--- src/rtl/instr_fetch_ctrl.sv ---
// Instruction memory load/fetch sequencer; optional halt-opcode stop under FETCH_HALT_DETECT_EN.
// Latency: fetched word registered into instr 1 cycle after pc presents it; load writes are combinational.
// Backpressure: load_ready is high for all of LOAD; stall freezes fetch; redirect inserts one bubble.
module instr_fetch_ctrl #(
    parameter int          ADDR_W  = 5,
    parameter int          DATA_W  = 32,
    parameter logic [5:0]  HALT_OP = 6'b111111
) (
    input  logic              clk,
    input  logic              reset,
    input  logic              load_req,
    input  logic              load_valid,
    input  logic [DATA_W-1:0] load_data,
    input  logic              load_last,
    output logic              load_ready,
    input  logic              start,
    input  logic              stall,
    input  logic              redirect,
    input  logic [ADDR_W-1:0] redirect_addr,
    output logic [ADDR_W-1:0] imem_addr,
    output logic              imem_we,
    output logic [DATA_W-1:0] imem_wdata,
    input  logic [DATA_W-1:0] imem_rdata,
    output logic [DATA_W-1:0] instr,
    output logic              instr_valid,
    output logic [ADDR_W-1:0] pc,
    output logic              halted
);

    typedef enum logic [1:0] {
        IDLE = 2'b00,
        LOAD = 2'b01,
        RUN  = 2'b10,
        HALT = 2'b11
    } state_t;

`ifdef FETCH_HALT_DETECT_EN
    localparam bit HALT_EN = 1'b1;
`else
    localparam bit HALT_EN = 1'b0;
`endif

    localparam logic [ADDR_W-1:0] LAST_ADDR = '1;

    state_t            state, state_nxt;
    logic [ADDR_W-1:0] pc_nxt;
    logic [ADDR_W-1:0] lcnt, lcnt_nxt;
    logic [DATA_W-1:0] instr_nxt;
    logic              instr_valid_nxt;
    logic              is_halt_op;

    // With detection disabled the comparison folds to constant 0.
    assign is_halt_op = HALT_EN && (imem_rdata[DATA_W-1 -: 6] == HALT_OP);

    always_ff @(posedge clk or negedge reset) begin
        if (!reset) begin
            state       <= IDLE;
            pc          <= '0;
            lcnt        <= '0;
            instr       <= '0;
            instr_valid <= 1'b0;
        end else begin
            state       <= state_nxt;
            pc          <= pc_nxt;
            lcnt        <= lcnt_nxt;
            instr       <= instr_nxt;
            instr_valid <= instr_valid_nxt;
        end
    end

    always_comb begin
        state_nxt       = state;
        pc_nxt          = pc;
        lcnt_nxt        = lcnt;
        instr_nxt       = instr;
        instr_valid_nxt = instr_valid;
        load_ready      = 1'b0;
        imem_we         = 1'b0;
        imem_wdata      = '0;
        imem_addr       = '0;
        halted          = 1'b0;

        case (state)
            IDLE, HALT: begin
                halted          = (state == HALT);
                instr_valid_nxt = 1'b0;
                if (load_req) begin
                    state_nxt = LOAD;
                    lcnt_nxt  = '0;
                end else if (start) begin
                    state_nxt = RUN;
                    pc_nxt    = '0;
                end
            end
            LOAD: begin
                load_ready = 1'b1;
                imem_addr  = lcnt;
                imem_wdata = load_data;
                imem_we    = load_valid;
                if (load_valid) begin
                    if (load_last || (lcnt == LAST_ADDR)) begin
                        state_nxt = IDLE;
                    end
                    // Saturate at the top word so the counter never wraps.
                    if (lcnt != LAST_ADDR) begin
                        lcnt_nxt = lcnt + 1'b1;
                    end
                end
            end
            RUN: begin
                imem_addr = pc;
                if (redirect) begin
                    pc_nxt          = redirect_addr;
                    instr_valid_nxt = 1'b0;
                end else if (!stall) begin
                    instr_nxt       = imem_rdata;
                    instr_valid_nxt = 1'b1;
                    if (is_halt_op) begin
                        state_nxt = HALT;
                    end else begin
                        pc_nxt = pc + 1'b1;
                    end
                end
            end
            default: begin
                state_nxt = IDLE;
            end
        endcase
    end

endmodule

--- config.mk ---
export PLATFORM = sky130hd
export DESIGN_NAME = instr_fetch_ctrl
export DESIGN_NICKNAME = d
export VERILOG_FILES = /design/src/rtl/instr_fetch_ctrl.sv
export SDC_FILE = /design/constraint.sdc
export NUM_CORES = 1
export LEC_CHECK = 0
export CORE_UTILIZATION = 25
export CTS_BUF_LIST = sky130_fd_sc_hd__clkbuf_8
export CTS_CLUSTER_DIAMETER = 40
export DETAILED_ROUTE_END_ITERATION = 10
export GPL_ROUTABILITY_DRIVEN = 0
export GPL_TIMING_DRIVEN = 0
export MAX_ROUTING_LAYER = met4
export REMOVE_ABC_BUFFERS = 1
export SLEW_MARGIN = 10
export SYNTH_ARGS = -nofsm -noshare
export SYNTH_HDL_FRONTEND = slang
export SYNTH_SLANG_ARGS = --single-unit
export TNS_END_PERCENT = 50
--- constraint.sdc ---
create_clock -name clk -period 2.6 [get_ports clk]
set_input_delay 0.52 -clock clk [delete_from_list [all_inputs] [get_ports clk]]
set_output_delay 0.52 -clock clk [all_outputs]
set_load 0.005 [all_outputs]
# Word-level counts from Yosys, hierarchy flattened
# Index checks and enable logic that the tools add are counted.
dict set report totals {
  register_bits 45
  latchBits 0
  mem_bits_rw 0
  romBits 0
  memories 0
}
dict set report classes {
  n_addsub 2
  mul 0
  div_mod_pow 0
  n_lt_le_gt_ge 0
  n_eq_ne 13
  shift 0
  n_mux 22
  bitwise_logic 3
  n_reduce_logical 10
}
# op n
set op_table {}
lappend op_table {{$mux W5} 7}
lappend op_table {{$mux W32} 1}
lappend op_table {{$pmux W5 S2} 3}
lappend op_table {{$ne A2 B2 Y1 const B} 6}
lappend op_table {{$reduce_and A4 Y1} 3}
lappend op_table {{$add A5 B1 Y5 const B} 2}
lappend op_table {{$mux W2} 4}
lappend op_table {{$ne A3 B3 Y1 const B} 2}
lappend op_table {{$eq A5 B5 Y1 const B} 1}
lappend op_table {{$mux W1} 5}
lappend op_table {{$ne A5 B5 Y1 const B} 1}
lappend op_table {{$eq A2 B2 Y1 const B} 2}
lappend op_table {{$pmux W2 S2} 1}
lappend op_table {{$reduce_bool A2 Y1} 2}
lappend op_table {{$not A1 Y1} 3}
lappend op_table {{$reduce_and A3 Y1} 1}
lappend op_table {{$eq A2 B1 Y1 const B} 1}
lappend op_table {{$logic_not A2 Y1} 1}
lappend op_table {{$pmux W1 S2} 1}
lappend op_table {{$reduce_and A2 Y1} 1}
lappend op_table {{$reduce_or A2 Y1} 1}
lappend op_table {{$logic_or A1 B1 Y1} 1}

# Logic depth before layout (Yosys ltp)
# Gate-level depths: netlist (run 1).
dict set report depth {
  ltp_word 5
  mapped_depth 7
  ltp_nobuf 7
}

# Least setup slack after synthesis (run 1)
# OpenSTA, ideal clock, no wires.
dict set report synth_path {
  path_type {reg-to-reg}
  start {register lcnt[0]}
  end {register lcnt[3]}
  setup_ns 0.121
  arrival_ns 1.688
  required_ns 2.479
  setup_slack_ns 0.791
  path_stages_with_launch 8
  n_path_buf 0
  path_cell_list {dfrtp_1 > ha_1 > and3_1 > ha_1 > and3b_1 > o21ai_1 > o21a_1 > o22a_1}
}
dict set report synth_between {
  elab_chain_cells 4
}
# item line
set synth_lines {}
lappend synth_lines {{from (decl)} 47} ;# logic [ADDR_W-1:0] lcnt, lcnt_nxt;
lappend synth_lines {{from (signal assigned)} 65} ;# lcnt <= lcnt_nxt;
lappend synth_lines {{$add A5 B1 Y5} 106} ;# lcnt_nxt = lcnt + 1'b1;
lappend synth_lines {{$mux W5} 105} ;# if (lcnt != LAST_ADDR) begin
lappend synth_lines {{$mux W5} 100} ;# if (load_valid) begin
lappend synth_lines {{$pmux W5 S2} 83} ;# case (state)
# Parallel ways exist; a longest one is shown, timed or not. The select of a mux whose other input is x is not followed.
# A chain may end at the register's enable or synchronous reset.

# Worst setup path after layout (run 1)
dict set report layout_path {
  start {register state[0]}
  end {output port imem_addr[3]}
}
dict set report layout_between {
  elab_chain_cells 2
}
# item line
set layout_lines {}
lappend layout_lines {{from (decl)} 45} ;# state_t state, state_nxt;
lappend layout_lines {{from (signal assigned)} 63} ;# state <= state_nxt;
lappend layout_lines {{$eq A2 B2 Y1 / $eq A2 B1 Y1 (equally long branches)} 83}
lappend layout_lines {{$pmux W5 S2 *} 83}
lappend layout_lines {{to (decl)} 20} ;# output logic [ADDR_W-1:0] imem_addr,
# Mark *: on every way between the ends. The rest lies on a longest branch, timed or not.

==> impl_metrics.env, run 1 <==
export IMPL_synth_seq_area_share_pct=49.2
export IMPL_ctsRootBufferMaster="clkbuf_8"
export IMPL_syn_inst=201
export IMPL_first_iter_violations=83
export IMPL_hold_ws_ns=0.111
export IMPL_cts_tree="yes"
export IMPL_vias=2134
export IMPL_grtUsageTotal_pct=14.2
export IMPL_power_frac_comb_pct=54.5
export IMPL_via_per_inst=4.61
export IMPL_die_w_um=97.7
export IMPL_worst_ep_arrival_time_ns=1.96
export IMPL_wl_per_cell_um=14.2
export IMPL_wl_um=6550
export IMPL_first_pass_iters=7
export IMPL_fillers=830
export IMPL_num_antenna_cells=0
export IMPL_maxCapViolCount=0
export IMPL_ys_warn_count=0
export IMPL_sequentialPowerShare_pct=31.8
export IMPL_period_minus_slack_ns=2.48
export IMPL_clkSinkCount=45
export IMPL_worstMarginPinSlew_ns=0.919
export IMPL_initial_core_util_pct=26.0
export IMPL_crit_slowest_cell="clkdlybuf4s50_1"
export IMPL_cts_max_path_buffers=2
export IMPL_p_total_uw=3870
export IMPL_hold_viol=0
export IMPL_path_max_fanout=16
export IMPL_fp_row_count=34
export IMPL_clk_latency_ns=0.30
export IMPL_grt_pass1_vias=2161
export IMPL_nets=437
export IMPL_die_height_um=97.7
export IMPL_synth_distinct_cells=32
export IMPL_ys_seq_elements=45
export IMPL_cts_made_buffers=5
export IMPL_violations="DRC"
export IMPL_htreeDepth=2
export IMPL_port_buffers=154
export IMPL_seq_area_mm2=0.00113
export IMPL_synth_top_cell_area_share_pct=49.2
export IMPL_final_cell_mix="clkdlybuf4s50_1, dfrtp_1, and2_1, mux2_2, nor2_1"
export IMPL_synthTopCellsByArea="dfrtp_1, mux2_2, and2_1"
export IMPL_min_period_over_period_pct=95.4
export IMPL_cts_clk_slew_worst_paths_ns=0.09
export IMPL_drv_slew=0
export IMPL_grt_max_degree=45
export IMPL_grt_remaining_overflow=0
export IMPL_p_sw_uw=1240
export IMPL_die_area_mm2=0.00954
export IMPL_p_clk_share_pct=13.7
export IMPL_fin_skew_ns=0.0124
export IMPL_end_kind="primary output"
export IMPL_relSlewSlack_pct=38.6
export IMPL_setup_viol=0
export IMPL_ant_nets=0
export IMPL_antenna_found_initial=0
export IMPL_pin_count=155
export IMPL_swShare_pct=32.0
export IMPL_peakVddDrop_mv=0.461
export IMPL_synth_largest_area_cell="dfrtp_1"
export IMPL_final_common_cell="clkdlybuf4s50_1"
export IMPL_core_mm2=0.00881
export IMPL_fmax_ghz=0.403
export IMPL_path_cells="inv_1, ha_2, a22oi_1, nor2_1, clkdlybuf4s50_1"
export IMPL_grt_pass1_wl_um=10400
export IMPL_avgSynthCellArea_um2=11.4
export IMPL_area_growth_pct=77.9
export IMPL_internal_power_uw=2630
export IMPL_leakage_uw=0.00165
export IMPL_outcome="finished with violations"
export IMPL_cpPeakStageDelay_ns=0.53
export IMPL_drc_errors=36
export IMPL_crit_path_start_kind="register"
export IMPL_worstSetupPathType="register to primary output"
export IMPL_drive_gt1_share_pct=13.2
export IMPL_ctsHoldBuffers=0
export IMPL_power_density_mw_per_mm2=950
export IMPL_min_path_type="input port to async pin"
export IMPL_multiInputGateArea_mm2=0.00111
export IMPL_dp_hpwl_um=4910
export IMPL_worstPathRequired_ns=2.08
export IMPL_netlist_area_mm2=0.00229
[final timing paths]
check / startpoint / to / slack (ns) / cells after the start
max reg2reg: state[0] / instr[1] / 0.27 / 5
max in group asynchronous: reset / lcnt[4] / 1.99 / 2
min in group clk: instr[4] / instr[4] / 0.50 / 1
min: reset / instr[12] / 0.11 / 1
min reg2reg: instr[4] / instr[4] / 0.50 / 1
max: state[0] / imem_addr[3] / 0.12 / 5
[state kept, by name, summed over array words and instances (netlist names)]
| register | flops |
|---|---|
| lcnt | 5 |
| pc | 5 |
| instr_valid | 1 |
| instr | 32 |
| state | 2 |
[Yosys cell counts, drive strengths merged]
cell type	n
a22oi	6
clkbuf	5
mux2i	1
nand3	7
o2bb2ai	4
nor2	11
and3b	1
a221oi	1
nor3	3
and2	33
a21oi	3
o211ai	1
o21a	1
nor2b	3
nand2b	5
a32o	3
mux2	33
buf	5
xor2	1
dfrtp	45
inv	5
ha	6
o21ai	7
nand4	1
o22a	1
nand2	8
and3	1
[cell families after synthesis]
family | share of synthesized area, %
and+or+nand+nor | 18.1
DFF | 49.2
muxes | 16.7
AOI/OAI and AO/OA | 9.19
buffers and inverters | 3.17
adders and majority gates | 3.28
xor gates and xnor gates | 0.383
[routing by layer]
metal	track usage [%]	vias up	wire length, um
met5	-	-	0
met4	4.55	0	78
met3	4.82	6	724
met2	23.5	133	3080
met1	16.1	989	2670
li1	-	1006	-
[through the flow]
step	util, %	worst slack [ns]	setup TNS (ns)	area, um2	instances
final	46.2	0.120	0	4070	463
after floorplan	-	0.526	0	2230	191
after detailed placement	44.6	-0.229	-8.78	3930	454
after CTS	46.0	0.0636	0	4050	462
after global placement	44.4	-0.330	-23.56	3910	453
after global routing	46.2	-0.00410	-0.00410	4070	463
[repair_timing]
| item | 4_1_cts | 5_1_grt |
|---|---|---|
| hold endpoints to repair | 0 | 0 |
| resized for setup | 3 | 1 |
| cloned | 0 | 0 |
| buffers inserted | 0 | 1 |
| endpoints found under the setup margin | 44 | 6 |
[final cells by class]
cell class / count / area share (%)
multi-input combinational: 141 / 27.2
timing repair buffer: 156 / 38.6
inverter: 5 / 0.461
sequential: 45 / 27.7
clock buffer: 5 / 1.69
clock inverter: 3 / 1.05
tap: 108 / 3.32
[power groups by stage]
stage | Sequential [uW] | Clock, uW | Combinational, uW
global route | 1280 | 591 | 2300
CTS | 1230 | 561 | 2090
finish | 1230 | 531 | 2110
global placement | 1220 | 0 | 2050
detailed placement | 1240 | 0 | 2060
floorplan | 1230 | 0 | 831
[critical path: cells and delay by family (launching register included)]
| kind | cells | cell delay, ns |
|---|---|---|
| buf+inv | 2 | 0.62 |
| flops | 1 | 0.45 |
| fa+ha+maj | 1 | 0.37 |
| compound gates | 1 | 0.11 |
| simple gates | 1 | 0.12 |
Note: power is estimated with default switching activity, not from simulation.
==> run 2: changes to the inputs <==
- CORE_MARGIN: default -> 5
==> impl_metrics.env, run 2 (synthesis gave the netlist of run 1 again) <==
export IMPL_fin_skew_ns=0.00580
export IMPL_fp_row_count=35
export IMPL_clkSinkCount=45
export IMPL_die_height_um=106
export IMPL_antenna_found_initial=0
export IMPL_fmax_ghz=0.402
export IMPL_first_pass_iters=4
export IMPL_tns_ns=0
export IMPL_wl_per_cell_um=15.7
export IMPL_die_area_mm2=0.0112
export IMPL_leakage_uw=0.00165
export IMPL_maxCapViolCount=0
export IMPL_crit_path_start_kind="input port"
export IMPL_first_iter_violations=63
export IMPL_setup_viol=0
export IMPL_htreeDepth=2
export IMPL_crit_path_end="instr[26]"
export IMPL_r2r_end="instr[26]"
export IMPL_grt_pass1_wl_um=11400
export IMPL_rsz0062_at_grt="false"
export IMPL_via_per_inst=4.63
export IMPL_core_mm2=0.00906
export IMPL_worst_ep_arrival_time_ns=2.67
export IMPL_relSlewSlack_pct=36.8
export IMPL_grt_pass1_vias=2274
export IMPL_dp_hpwl_um=5670
export IMPL_p_total_uw=3940
export IMPL_ctsRootBufferMaster="clkbuf_8"
export IMPL_power_density_mw_per_mm2=963
export IMPL_vias=2156
export IMPL_final_area_mm2=0.00409
export IMPL_wl_um=7300
export IMPL_worst_r2r_path_depth=5
export IMPL_min_path_type="input port to async pin"
export IMPL_grt_remaining_overflow=0
export IMPL_worstSetupPathType="input port to register"
export IMPL_post_dp_cell_area_mm2=0.00394
export IMPL_nets=437
export IMPL_clk_latency_ns=0.29
export IMPL_period_minus_slack_ns=2.49
export IMPL_num_antenna_cells=0
export IMPL_hold_viol=0
export IMPL_outcome="completed"
export IMPL_cts_made_buffers=5
export IMPL_grtUsageTotal_pct=12.9
export IMPL_path_max_fanout=32
export IMPL_port_buffers=154
export IMPL_peakVddDrop_mv=0.541
export IMPL_largest_register_ffs=32
export IMPL_worstMarginPinSlew_ns=0.946
export IMPL_drive_gt1_share_pct=13.0
export IMPL_die_w_um=106
export IMPL_pin_count=155
export IMPL_critPathLaunch="redirect"
export IMPL_initial_core_util_pct=25.2
export IMPL_rrSetupSlack_ns=0.30
export IMPL_drc_errors=0
export IMPL_reg_top3="instr (32), lcnt (5), pc (5)"
export IMPL_ant_nets=0
export IMPL_regMostFlops="instr"
export IMPL_worstPathRequired_ns=2.78
export IMPL_area_growth_pct=78.9
export IMPL_cts_tree="yes"
export IMPL_cts_clk_slew_worst_paths_ns=0.08
export IMPL_grt_max_degree=45
export IMPL_min_period_over_period_pct=95.7
export IMPL_drv_slew=0
export IMPL_reg2reg_from="state[0]"
export IMPL_final_cell_mix="clkdlybuf4s50_1, dfrtp_1, and2_1, mux2_2, nor2_1"
export IMPL_final_common_cell="clkdlybuf4s50_1"
export IMPL_end_kind="register"
export IMPL_cts_max_path_buffers=2
## run 2: critical path, stage by stage
cell,delay [ns]
clkdlybuf4s50_1,0.62
nand2b_1,0.34
nor2_4,0.74
mux2_2,0.41
## run 2: worst min-delay path by stage
stage / to / from / depth (start not counted)
finish: instr[13] / reset / 1
global route: instr[15] / reset / 1
CTS: instr[24] / reset / 1
detailed placement: instr[5] / instr[5] / 1
global placement: instr[5] / instr[5] / 1
floorplan: instr[0] / reset / 0
## run 2: what timing repair did
| action | CTS | global route |
|---|---|---|
| hold buffers | 0 | 0 |
| buffers inserted | 0 | 1 |
| gates cloned | 0 | 0 |
| endpoints found under the setup margin | 71 | 8 |
| resized for setup | 3 | 2 |
## run 2: power by group
part           internal (uW)  switching, uW
Clock                    310            238
Combinational           1360            805
Sequential              1010            218
Total                   2680           1260
## run 2: final cells by class
cell class | instances | area (um2)
flip-flops and latches | 45 | 1130
fillers | 870 | 4970
multi-input cells | 141 | 1110
repair buffers | 156 | 1580
clock buffers | 6 | 82.6
well taps | 111 | 139
inverters | 5 | 18.8
clock inverters | 2 | 33.8
## run 2: per-layer routing
metal  part of all wire, %  vias to the layer above  GRT usage, %  wire [um]
met5                     0                        -             -          0
met4                   1.1                        0          3.70         82
met3                    11                        6          4.41        780
met2                    45                      137          20.7       3310
met1                    43                     1014          15.5       3120
li1                      -                      999             -          -
## run 2: metrics by stage
step	cells	hold slack, ns	setup WS, ns	util (%)
6_report	466	0.258	0.113	45.2
5_1_grt	466	0.298	0.00275	45.2
4_1_cts	465	0.277	0.0610	44.9
3_5_place_dp	457	0.480	-0.231	43.4
3_3_place_gp	456	0.467	-0.349	43.2
2_1_floorplan	191	0.224	0.526	-
